### src/rtl/res_arb.sv
// res_arb: two-requester arbiter for the result memory.
// Requester 0 is the distance-transform engine and requester 1 is the host readout.
// A requester that raises rN_lock keeps ownership across back-to-back accesses.
// Optional feature macro: RES_ARB_RR_EN.
//   Defined:   contested IDLE cycles alternate between the requesters (round-robin).
//   Undefined: contested IDLE cycles always go to requester 0 (fixed priority).
module res_arb #(
    parameter int ADDR_W = 14,
    parameter int DATA_W = 8
) (
    input  logic              clk,
    input  logic              reset,
    input  logic              r0_req,
    input  logic              r0_wr,
    input  logic              r0_lock,
    input  logic [ADDR_W-1:0] r0_addr,
    input  logic [DATA_W-1:0] r0_wdata,
    input  logic              r1_req,
    input  logic              r1_wr,
    input  logic              r1_lock,
    input  logic [ADDR_W-1:0] r1_addr,
    input  logic [DATA_W-1:0] r1_wdata,
    output logic              r0_gnt,
    output logic              r0_rvalid,
    output logic [DATA_W-1:0] r0_rdata,
    output logic              r1_gnt,
    output logic              r1_rvalid,
    output logic [DATA_W-1:0] r1_rdata,
    output logic              res_rd,
    output logic              res_wr,
    output logic [ADDR_W-1:0] res_addr,
    output logic [DATA_W-1:0] res_do,
    input  logic [DATA_W-1:0] res_di
);

    localparam logic [1:0] S_IDLE = 2'd0;
    localparam logic [1:0] S_OWN0 = 2'd1;
    localparam logic [1:0] S_OWN1 = 2'd2;

    logic [1:0] r_state;
    logic [1:0] w_state_next;
    logic       r_last;      // index of the most recently granted requester
    logic       r_rvalid0;
    logic       r_rvalid1;
    logic       w_win0;      // winner of a contested IDLE cycle is requester 0
    logic       w_gnt0;
    logic       w_gnt1;

`ifdef RES_ARB_RR_EN
    // Requester 0 wins a contest when requester 1 was the last one served.
    assign w_win0 = r_last;
`else
    // Requester 0 always wins; last-grant is still tracked but does not steer the pick.
    assign w_win0 = 1'b1 | r_last;
`endif

    // Combinational grant from the requests, ownership state and last-grant record.
    always_comb begin
        w_gnt0 = 1'b0;
        w_gnt1 = 1'b0;
        case (r_state)
            S_IDLE: begin
                if (r0_req && r1_req) begin
                    w_gnt0 = w_win0;
                    w_gnt1 = ~w_win0;
                end else begin
                    w_gnt0 = r0_req;
                    w_gnt1 = r1_req;
                end
            end
            S_OWN0:  w_gnt0 = r0_req;
            S_OWN1:  w_gnt1 = r1_req;
            default: begin
                w_gnt0 = 1'b0;
                w_gnt1 = 1'b0;
            end
        endcase
    end

    // Grants are forced low while reset is held so nothing reaches the memory.
    assign r0_gnt = w_gnt0 & reset;
    assign r1_gnt = w_gnt1 & reset;

    // Route the granted requester's access onto the memory port; idle port drives zeros.
    always_comb begin
        res_rd   = 1'b0;
        res_wr   = 1'b0;
        res_addr = '0;
        res_do   = '0;
        if (r0_gnt) begin
            res_rd   = ~r0_wr;
            res_wr   = r0_wr;
            res_addr = r0_addr;
            res_do   = r0_wdata;
        end else if (r1_gnt) begin
            res_rd   = ~r1_wr;
            res_wr   = r1_wr;
            res_addr = r1_addr;
            res_do   = r1_wdata;
        end
    end

    // Ownership follows the lock of the access just granted; no grant means release.
    always_comb begin
        w_state_next = S_IDLE;
        if (w_gnt0 && r0_lock) begin
            w_state_next = S_OWN0;
        end else if (w_gnt1 && r1_lock) begin
            w_state_next = S_OWN1;
        end
    end

    // State, last-grant and read-valid registers; reset drops ownership and pending reads.
    always_ff @(posedge clk or negedge reset) begin
        if (!reset) begin
            r_state   <= S_IDLE;
            r_last    <= 1'b1;
            r_rvalid0 <= 1'b0;
            r_rvalid1 <= 1'b0;
        end else begin
            r_state   <= w_state_next;
            r_rvalid0 <= w_gnt0 & ~r0_wr;
            r_rvalid1 <= w_gnt1 & ~r1_wr;
            if (w_gnt0) begin
                r_last <= 1'b0;
            end else if (w_gnt1) begin
                r_last <= 1'b1;
            end
        end
    end

    assign r0_rvalid = r_rvalid0;
    assign r1_rvalid = r_rvalid1;
    assign r0_rdata  = r_rvalid0 ? res_di : '0;
    assign r1_rdata  = r_rvalid1 ? res_di : '0;

endmodule

### config.mk
export PLATFORM = sky130hd
export DESIGN_NAME = res_arb
export DESIGN_NICKNAME = d
export VERILOG_FILES = /design/src/rtl/res_arb.sv
export SDC_FILE = /design/constraint.sdc
export NUM_CORES = 1
export LEC_CHECK = 0
export ABC_AREA = 1
export CAP_MARGIN = 20
export CORE_MARGIN = 2
export CORE_UTILIZATION = 25
export DETAILED_ROUTE_END_ITERATION = 8
export PLACE_DENSITY = 0.86
export SYNTH_ARGS = -nofsm -noshare
export SYNTH_HDL_FRONTEND = slang
export SYNTH_SLANG_ARGS = --single-unit
### constraint.sdc
create_clock -name clk -period 1.9 [get_ports clk]
set_input_delay 0.475 -clock clk [delete_from_list [all_inputs] [get_ports clk]]
set_output_delay 0.475 -clock clk [all_outputs]
set_load 0.02 [all_outputs]
==> impl_metrics.csv, run 1 <==
group,metric,value,unit
floorplanning,dieWidth,57.1,um
timing,worst_pin_slew,0.223,ns
pwr,p_clk_frac,0.179,
timing,finalClockSkew,0.00225,ns
timing,fin_ws,0.0328,ns
detailed_routing,antenna_left,0,
pwr,power_switching,240,uW
critical_path,cp-end-kind,"primary output",
yosys,ys_ff_latch,4,
timing,clock.fmax,536,MHz
detailed_routing,finalWirelength,3.52,mm
yosys,syn-num-nets,194,
pwr,power_frac_comb,0.670,
pwr,seqPwrFrac,0.151,
global_routing,antenna_found_initial,0,
place,dp_slack,-0.688,ns
clock_tree,numCtsBuffers,3,
clock_tree,cts_tree,"yes",
place,hpwlAfterDp,2.49,mm
layout,drive_gt1_frac,0.233,
timing,fin_crit_sh,0.983,
clock_tree,insertion_delay,0.25,ns
detailed_routing,first_pass_iters,4,
pwr,power,643,uW
timing,relSlewSlack,0.852,
floorplanning,ioPinCount,104,
clock_tree,clk_pin_slew,0.04,ns
yosys,ys_warn_count,0,
hold_path,hp-class,"input pin to async pin",
global_routing,grt_overflow,0,
floorplanning,fp-row-count,19,
critical_path,r2r_start,"r_state[0]$_DFF_PN0_",
pwr,p_sw_frac,0.372,
critical_path,r2r_slack,0.86,ns
layout,antenna_cells,0,
critical_path,required,1.42,ns
critical_path,startpoint_type,"input pin",
global_routing,grt_pass1_vias,1163,
layout,instances_no_fill,276,
yosys,yosysSeqAreaShare,0.142,
critical_path,crit_type,"input pin to primary output",
pwr,power.leakage,1.09,nW
layout,multi_input_area,458,um^2
place,dp_cells,267,
pwr,power_density,340,nW/um^2
global_routing,grt_max_degree,30,
floorplanning,coreArea,2710,um^2
clock_tree,cts.sinks,4,
global_routing,grt_pass1_wl,5.33,mm
detailed_routing,vias,1270,
layout,seq_area,103,um^2
place,routabilityCongestion,0.747,
pwr,p_int,404,uW
yosys,synth_area,706,um^2
floorplanning,die_h,57.1,um
clock_tree,clk_path_buf_depth,2,
detailed_routing,wl_per_cell,12.8,um
yosys,ys_types,13,
global_routing,grt_usage,0.206,
layout,synthToLayoutAreaGrowth,168,%
floorplanning,dieArea,3260,um^2
pwr,ir_drop,0.314,mV
timing,slew_violations,0,
detailed_routing,dr.first_iter.drc_count,49,
critical_path,r2r_cells,5,
timing,finalHoldViolCount,0,
clock_tree,hold_buffers,0,
yosys,avgSynthCellArea,5.27,um^2
place,io_buffers,103,
timing,setup_viol,0,
yosys,syn_inst,134,
layout,nFillCells,240,
floorplanning,start_util,0.260,
detailed_routing,route.detailed.vias_per_inst,4.60,
layout,fin_nets,307,
detailed_routing,route.detailed.drc,0,
timing,hold_ws,0.315,ns
critical_path,cp_max_fo,2,
critical_path,critPathArrivalTime,1.39,ns
timing,min_period,1.87,ns
status,status,"finished clean",
job,maxCapViolCount,0,
timing,finalSetupTns,0,ns
clock_tree,cts-root-buf,"clkbuf_4",
critical_path,r2r_end,"r1_rvalid$_DFF_PN0_",
clock_tree,htree_levels,1,
critical_path,critPathLaunch,"res_di[3]",
==> final cells by class <==
type	instances	share of cell area
sequential	4	0.0542
multi-input combinational	97	0.242
clock buffer	3	0.0119
timing repair buffer	119	0.628
inverter	22	0.0436
tap	31	0.0205
==> worst max-delay path, cell delays in order <==
cell and delay [ns]:
clkdlybuf4s50_1 0.49, nand2_1 0.06, inv_1 0.05, dlygate4sd2_1 0.32
==> synth_stat cells <==
| master | instances | area, um^2 |
|---|---|---|
| nand2_4 | 1 | 11.3 |
| nor2_1 | 5 | 18.8 |
| nor2_8 | 1 | 20.0 |
| nor2_4 | 1 | 11.3 |
| clkbuf_1 | 2 | 7.51 |
| buf_6 | 2 | 22.5 |
| inv_2 | 1 | 3.75 |
| dfrtp_1 | 4 | 100 |
| nand2_1 | 65 | 244 |
| buf_4 | 1 | 7.51 |
| inv_1 | 21 | 78.8 |
| buf_2 | 6 | 30.0 |
| nand4_1 | 24 | 150 |
==> kinds of logic after synthesis <==
logic type	after synthesis	share of synthesized area
buf+inv	33	0.213
flops	4	0.142
simple gates	97	0.645
==> layer usage <==
metal	part of all wire	vias up	global-route usage
met5	0	-	0
met4	0.023	0	0.0664
li1	-	648	-
met1	0.40	552	0.265
met2	0.51	61	0.342
met3	0.068	9	0.0499
==> per-stage QoR <==
stage,util,instance area (um^2)
2_1_floorplan,-,706
3_3_place_gp,0.676,1830
3_5_place_dp,0.676,1830
4_1_cts,0.675,1830
5_1_grt,0.699,1890
6_report,0.699,1890
==> registers in the layout, indices dropped and copies added (netlist names) <==
signal / flops
r_state: 2
r0_rvalid: 1
r1_rvalid: 1
==> repair_timing <==
action	in CTS	in global routing
cloned	2	2
pin swaps	3	5
endpoints found under the setup margin	42	39
setup buffers	2	0
resized for setup	134	24
==> worst max path at each step <==
| stage | endpoint | depth (start not counted) | slack [ns] |
|---|---|---|---|
| 3_3_place_gp | res_rd | 7 | -0.67 |
| 5_1_grt | res_do[3] | 7 | -0.02 |
| 4_1_cts | r0_gnt | 5 | 0.004 |
| 6_report | r1_rdata[3] | 4 | 0.03 |
| 3_5_place_dp | res_addr[8] | 5 | -0.69 |
| 2_1_floorplan | res_addr[10] | 6 | 0.27 |
==> power by group through the flow <==
stage / Clock, mW / Combinational (mW) / Sequential [mW]
after global placement: 0 / 0.409 / 0.0973
after floorplan: 0 / 0.155 / 0.0958
final: 0.115 / 0.431 / 0.0969
after global routing: 0.125 / 0.460 / 0.0983
after detailed placement: 0 / 0.412 / 0.0973
after CTS: 0.116 / 0.411 / 0.0963
==> placed cells by master (no fill, tap or decap), types with 3 or more instances in the layout <==
master and count:
nand2_1 65, clkdlybuf4s50_1 58, nand4_1 24, inv_1 19, buf_2 14, buf_4 13, clkdlybuf4s15_1 8, dlygate4sd2_1 8
buf_12 6, nor2_1 4, clkbuf_2 4, buf_6 4, inv_2 3, clkbuf_4 3
Power figures use the tool's default switching activity.
==> run 2, diff against run 1 <==
Settings changed: ABC_AREA 1 to 0, CORE_UTILIZATION 25 to 21.
==> run 2 against run 1 <==
The run now ends with setup timing left. Synthesized area fell by 24%. Clock skew grew 0.0017 ns. Count of clock-buffer cells in the layout is the same. Clock power decreased by 9.6%. Largest cell class unchanged.
==> impl_metrics.csv, run 2 <==
group,metric,value,unit
timing,setup_viol,25,
floorplanning,ioPinCount,104,
clock_tree,clk_path_buf_depth,2,
global_routing,antenna_found_initial,0,
pwr,power_density,341,nW/um^2
place,dp_cells,193,
critical_path,critPathLaunch,"r_state[1]$_DFF_PN0_",
clock_tree,htree_levels,1,
timing,slew_violations,0,
critical_path,crit_type,"flop to primary output",
yosys,yosys-top-cells-count,"22 x a22o_1, 17 x and2_1, 4 x buf_6, 4 x dfrtp_1",
pwr,p_sw_frac,0.319,
yosys,synth_largest_area_cell,"a22o_1",
detailed_routing,antenna_left,0,
detailed_routing,vias,1014,
critical_path,cp_max_fo,3,
hold_path,hp-class,"input pin to async pin",
detailed_routing,first_pass_iters,4,
layout,antenna_cells,0,
floorplanning,dieWidth,54.7,um
yosys,syn_inst,60,
yosys,synth-async-reset-ratio,1.00,
global_routing,grt_pass1_vias,1004,
detailed_routing,wl_met2,1.68,mm
global_routing,grt_usage,0.215,
pwr,power_switching,194,uW
pwr,power.leakage,0.831,nW
clock_tree,cts.sinks,4,
pwr,power_frac_comb,0.673,
critical_path,r2r_start,"r_state[1]$_DFF_PN0_",
layout,fin_nets,241,
yosys,ys_warn_count,0,
clock_tree,hold_buffers,0,
detailed_routing,dr.first_iter.drc_count,13,
detailed_routing,wl_met3,466,um
layout,synthToLayoutAreaGrowth,231,%
yosys,synth_area,539,um^2
pwr,seqPwrFrac,0.156,
layout,instances_no_fill,209,
yosys,ys_ff_latch,4,
place,io_buffers,103,
global_routing,grt_pass1_wl,4.53,mm
clock_tree,clk_pin_slew,0.04,ns
detailed_routing,finalWirelength,3.31,mm
timing,fin_ws,-0.179,ns
pwr,p_clk_frac,0.171,
pwr,p_int,414,uW
global_routing,grt_max_degree,13,
floorplanning,dieArea,2990,um^2
critical_path,endpoint,"res_wr",
status,status,"finished, violations left",
timing,finalClockSkew,0.00391,ns
yosys,synth_edf_count,0,
yosys,synth.most_common_cell,"a22o_1",
critical_path,r2r_slack,-0.07,ns
yosys,netlist.area_leader.share,0.357,
critical_path,startpoint_type,"flop",
critical_path,cp-end-kind,"primary output",
detailed_routing,wl_per_cell,15.8,um
layout,final_common_cell,"clkdlybuf4s50_1",
timing,clock.fmax,481,MHz
critical_path,r2r_cells,12,
job,maxCapViolCount,0,
critical_path,critPathArrivalTime,1.60,ns
critical_path,r2r_end,"r_state[1]$_DFF_PN0_",
detailed_routing,route.detailed.drc,0,
clock_tree,numCtsBuffers,3,
floorplanning,coreArea,2450,um^2
yosys,yosysSeqAreaShare,0.186,
layout,largest_register_ffs,2,
timing,worst_pin_slew,0.281,ns
layout,fin_area,1780,um^2
yosys,ys_types,13,
clock_tree,cts-root-buf,"clkbuf_4",
timing,relSlewSlack,0.810,
yosys,syn-num-nets,120,
clock_tree,cts_tree,"yes",
floorplanning,start_util,0.220,
detailed_routing,routedLengthMet1,1.10,mm
yosys,avgSynthCellArea,8.99,um^2
timing,rsz0062_at_grt,"yes",
detailed_routing,top_layer,"met4",
yosys,yosys-top-cells-area,"a22o_1 36%, and2_1 20%, dfrtp_1 19%",
place,placed_cell_area,1610,um^2
place,routabilityCongestion,0.757,
critical_path,required,1.42,ns
detailed_routing,route.detailed.vias_per_inst,4.85,
yosys,synth_ff_type,"dfrtp_1",
timing,fin_crit_sh,1.09,
layout,final_cell_mix,"58 x clkdlybuf4s50_1, 29 x buf_6, 22 x a22o_1",
timing,finalHoldViolCount,0,
pwr,ir_drop,0.367,mV
floorplanning,die_h,54.7,um
place,hpwlAfterDp,2.37,mm
timing,min_period,2.08,ns
layout,top_register,"r_state",
floorplanning,fp-row-count,18,
global_routing,grt_overflow,0,
status,violations,"setup timing",
clock_tree,insertion_delay,0.23,ns
layout,drive_gt1_frac,0.324,
-- run 2: changes by cell type after synthesis, moves of 17 or more --
cell     delta
nand2_1    -65
inv_1      -19
and2_1     +17
a22o_1     +22
nand4_1    -24
-- run 2: repair_timing --
item | 4_1_cts | 5_1_grt
pin swaps | 4 | 4
cloned | 3 | 0
gates resized for setup | 186 | 15
endpoints found under the setup margin | 42 | 39
buffers inserted | 13 | 1
-- run 2: through the flow --
step / setup slack (ns) / TNS, ns / utilization / total power [mW] / hold slack, ns
CTS: -0.186 / -3.89 / 0.751 / 0.621 / 0.301
finish: -0.179 / -2.07 / 0.727 / 0.608 / 0.297
detailed placement: -0.782 / -23.22 / 0.656 / 0.462 / 0.541
floorplan: 0.0697 / 0 / - / 0.229 / 0.179
global route: -0.226 / -3.33 / 0.727 / 0.645 / 0.310
global placement: -0.771 / -22.62 / 0.656 / 0.457 / 0.511
-- run 2: cell families after synthesis --
logic type / Yosys count / share of synthesized area
AOI/OAI and AO/OA: 24 / 0.394
and+or+nand+nor: 24 / 0.304
DFF: 4 / 0.186
buffers and inverters: 8 / 0.116
-- run 2: worst min path at each step --
stage / startpoint / cells after the start / slack [ns] / end
floorplan: reset / 0 / 0.18 / r0_rvalid$_DFF_PN0_
global placement: r_state[0]$_DFF_PN0_ / 2 / 0.51 / r1_rvalid$_DFF_PN0_
detailed placement: r_state[0]$_DFF_PN0_ / 2 / 0.54 / r1_rvalid$_DFF_PN0_
CTS: reset / 2 / 0.30 / r_state[0]$_DFF_PN0_
global route: reset / 2 / 0.31 / r_state[0]$_DFF_PN0_
finish: reset / 2 / 0.30 / r_state[0]$_DFF_PN0_
-- run 2: critical path, cell delays in order (launching register included) --
cell      delay (ns)
dfrtp_1         0.38
nand2b_4        0.14
and4b_2         0.25
buf_6           0.14
buf_6           0.11
a32o_1          0.22
buf_6           0.14
-- run 2: power by group through the flow --
| stage | Sequential [mW] | Combinational [mW] | Clock, mW |
|---|---|---|---|
| finish | 0.0947 | 0.410 | 0.104 |
| global route | 0.0958 | 0.433 | 0.116 |
| CTS | 0.0949 | 0.419 | 0.106 |
| floorplan | 0.0970 | 0.132 | 0 |
| global placement | 0.0952 | 0.362 | 0 |
| detailed placement | 0.0959 | 0.366 | 0 |
-- run 2: layer usage --
layer / GRT usage / up-vias
met5: 0 / -
met4: 0.0708 / 0
met3: 0.0792 / 4
met2: 0.399 / 80
met1: 0.219 / 455
li1: - / 475
-- run 2: area by class of cell --
type                       count  area, um^2
timing repair buffer         121        1220
fill                         187         671
multi-input combinational     49         398
sequential                     4         100
tap                           30        37.5
clock buffer                   3        22.5
inverter                       2        7.51
==> run 3, diff against run 2 <==
Settings changed: GPL_TIMING_DRIVEN set to 0.
==> run 3 against run 2 <==
Final cell count is 2.9% lower. Sequential share of layout area up 0.33 points. Routed wire length decreased by 3.1%. Count of clock-buffer cells in the layout did not move. First-iteration DRC count shrank 77%. Combinational power decreased by 7.6%. Clock skew about the same. The flow still finishes with violations (setup timing). Critical endpoint is now res_addr[2]. Critical path depth unchanged. Non-clock buffer count decreased by 5. Die area stayed put. Hold slack worse by 0.24 ns. Global-route usage fell by 1.2 points.
==> impl_metrics.csv, run 3 (same netlist as run 2, synthesis figures left out) <==
group,metric,value,unit
place,io_buffers,103,
clock_tree,cts-root-buf,"clkbuf_4",
floorplanning,dieWidth,54.7,um
layout,final_core_util,0.687,
critical_path,cp_max_fo,5,
layout,fin_nets,235,
detailed_routing,finalWirelength,3.21,mm
floorplanning,dieArea,2990,um^2
layout,largest_register_ffs,2,
clock_tree,clk_pin_slew,0.04,ns
detailed_routing,top_layer,"met4",
pwr,power.leakage,0.788,nW
place,dp_slack,-1.09,ns
floorplanning,ioPinCount,104,
detailed_routing,route.detailed.drc,0,
timing,fin_crit_sh,1.09,
timing,rsz0062_at_grt,"yes",
layout,top_register,"r_state",
critical_path,critPathArrivalTime,1.60,ns
detailed_routing,wl_met3,566,um
critical_path,r2r_end,"r1_rvalid$_DFF_PN0_",
global_routing,grt_usage,0.203,
timing,slew_violations,0,
clock_tree,cts.sinks,4,
critical_path,crit_top_cell,"buf_6",
timing,min_period,2.07,ns
place,dp_cells,193,
timing,finalClockSkew,0.00430,ns
critical_path,r2r_slack,0.82,ns
timing,fin_ws,-0.173,ns
layout,drive_gt1_frac,0.295,
layout,final_common_cell,"clkdlybuf4s50_1",
layout,synthToLayoutAreaGrowth,213,%
detailed_routing,routedLengthMet1,938,um
critical_path,path_cells,"nand2b_4 > and4b_1 > buf_6 > buf_6 > a22o_1 > buf_6",
detailed_routing,antenna_left,0,
floorplanning,fp-row-count,18,
detailed_routing,first_pass_iters,2,
detailed_routing,route.detailed.vias_per_inst,4.83,
global_routing,grt_pass1_wl,4.24,mm
status,violations,"setup timing",
pwr,ir_drop,0.494,mV
global_routing,antenna_found_initial,0,
clock_tree,clk_path_buf_depth,2,
critical_path,startpoint_type,"flop",
layout,instances_no_fill,203,
timing,clock.fmax,482,MHz
timing,setup_viol,24,
place,routabilityCongestion,0.738,
critical_path,crit_type,"flop to primary output",
critical_path,critPathMaxStageDelay,0.38,ns
layout,final_cell_mix,"58 x clkdlybuf4s50_1, 29 x buf_6, 22 x a22o_1",
timing,relSlewSlack,0.802,
critical_path,required,1.42,ns
clock_tree,cts_tree,"yes",
timing,worst_pin_slew,0.293,ns
timing,hold_ws,0.0537,ns
clock_tree,numCtsBuffers,3,
floorplanning,start_util,0.220,
critical_path,r2r_cells,3,
hold_path,hp-class,"input pin to async pin",
critical_path,endpoint,"res_addr[2]",
global_routing,grt_overflow,0,
timing,finalHoldViolCount,0,
floorplanning,coreArea,2450,um^2
detailed_routing,dr.first_iter.drc_count,3,
detailed_routing,vias,981,
pwr,power_density,347,nW/um^2
clock_tree,insertion_delay,0.25,ns
critical_path,r2r_start,"r_state[1]$_DFF_PN0_",
floorplanning,die_h,54.7,um
critical_path,cp-end-kind,"primary output",
detailed_routing,wl_met2,1.65,mm
global_routing,grt_max_degree,10,
layout,antenna_cells,0,
status,status,"finished, violations left",
critical_path,critPathLaunch,"r_state[1]$_DFF_PN0_",
detailed_routing,wl_per_cell,15.8,um
job,maxCapViolCount,0,
clock_tree,htree_levels,1,
critical_path,slowest_stage,"dfrtp_1",
global_routing,grt_pass1_vias,956,
pwr,power,585,uW
clock_tree,hold_buffers,0,
-- run 3: how the worst min path moves through the flow --
| stage | start | end | slack [ns] | depth (start not counted) |
|---|---|---|---|---|
| final | reset | r1_rvalid$_DFF_PN0_ | 0.05 | 1 |
| after global routing | reset | r0_rvalid$_DFF_PN0_ | 0.05 | 1 |
| after CTS | reset | r0_rvalid$_DFF_PN0_ | 0.05 | 1 |
| after detailed placement | r_state[0]$_DFF_PN0_ | r1_rvalid$_DFF_PN0_ | 0.46 | 1 |
| after global placement | r_state[0]$_DFF_PN0_ | r1_rvalid$_DFF_PN0_ | 0.44 | 1 |
| after floorplan | reset | r0_rvalid$_DFF_PN0_ | 0.18 | 0 |
-- run 3: routing by layer --
layer	vias up	track usage
met5	-	0
met2	86	0.387
met3	6	0.120
li1	459	-
met1	430	0.172
met4	0	0.0667
-- run 3: power by group --
group,internal (mW),switching (mW),total (mW)
Combinational,0.232,0.147,0.379
Sequential,0.0899,0.00548,0.0953
Clock,0.0710,0.0396,0.111
Total,0.393,0.192,0.585
-- run 3: cell type report --
cell class                      count  area, um^2
Fill cell                         196         769
Multi-Input combinational cell     48         385
Tap cell                           30        37.5
Buffer                              5        56.3
Sequential cell                     4         100
Clock buffer                        3        22.5
Inverter                            2        7.51
Timing Repair Buffer              111        1080
-- run 3: critical path: cells and delay by family (launching register included) --
kind	cells	cell delay, ns
compound gates	1	0.20
simple gates	2	0.38
buf+inv	3	0.40
flops	1	0.38
-- run 3: through the flow --
step / cell area (um^2) / TNS (ns)
CTS: 1630 / -2.44
finish: 1690 / -3.28
global route: 1690 / -4.53
floorplan: 539 / 0
global placement: 1610 / -28.53
detailed placement: 1610 / -29.82
-- run 3: repair_timing --
action	in CTS	in global routing
gates resized for setup	171	29
hold endpoints to repair	0	0
pin swaps	3	2
endpoints found under the setup margin	42	39
cloned	4	1
buffers inserted	2	1
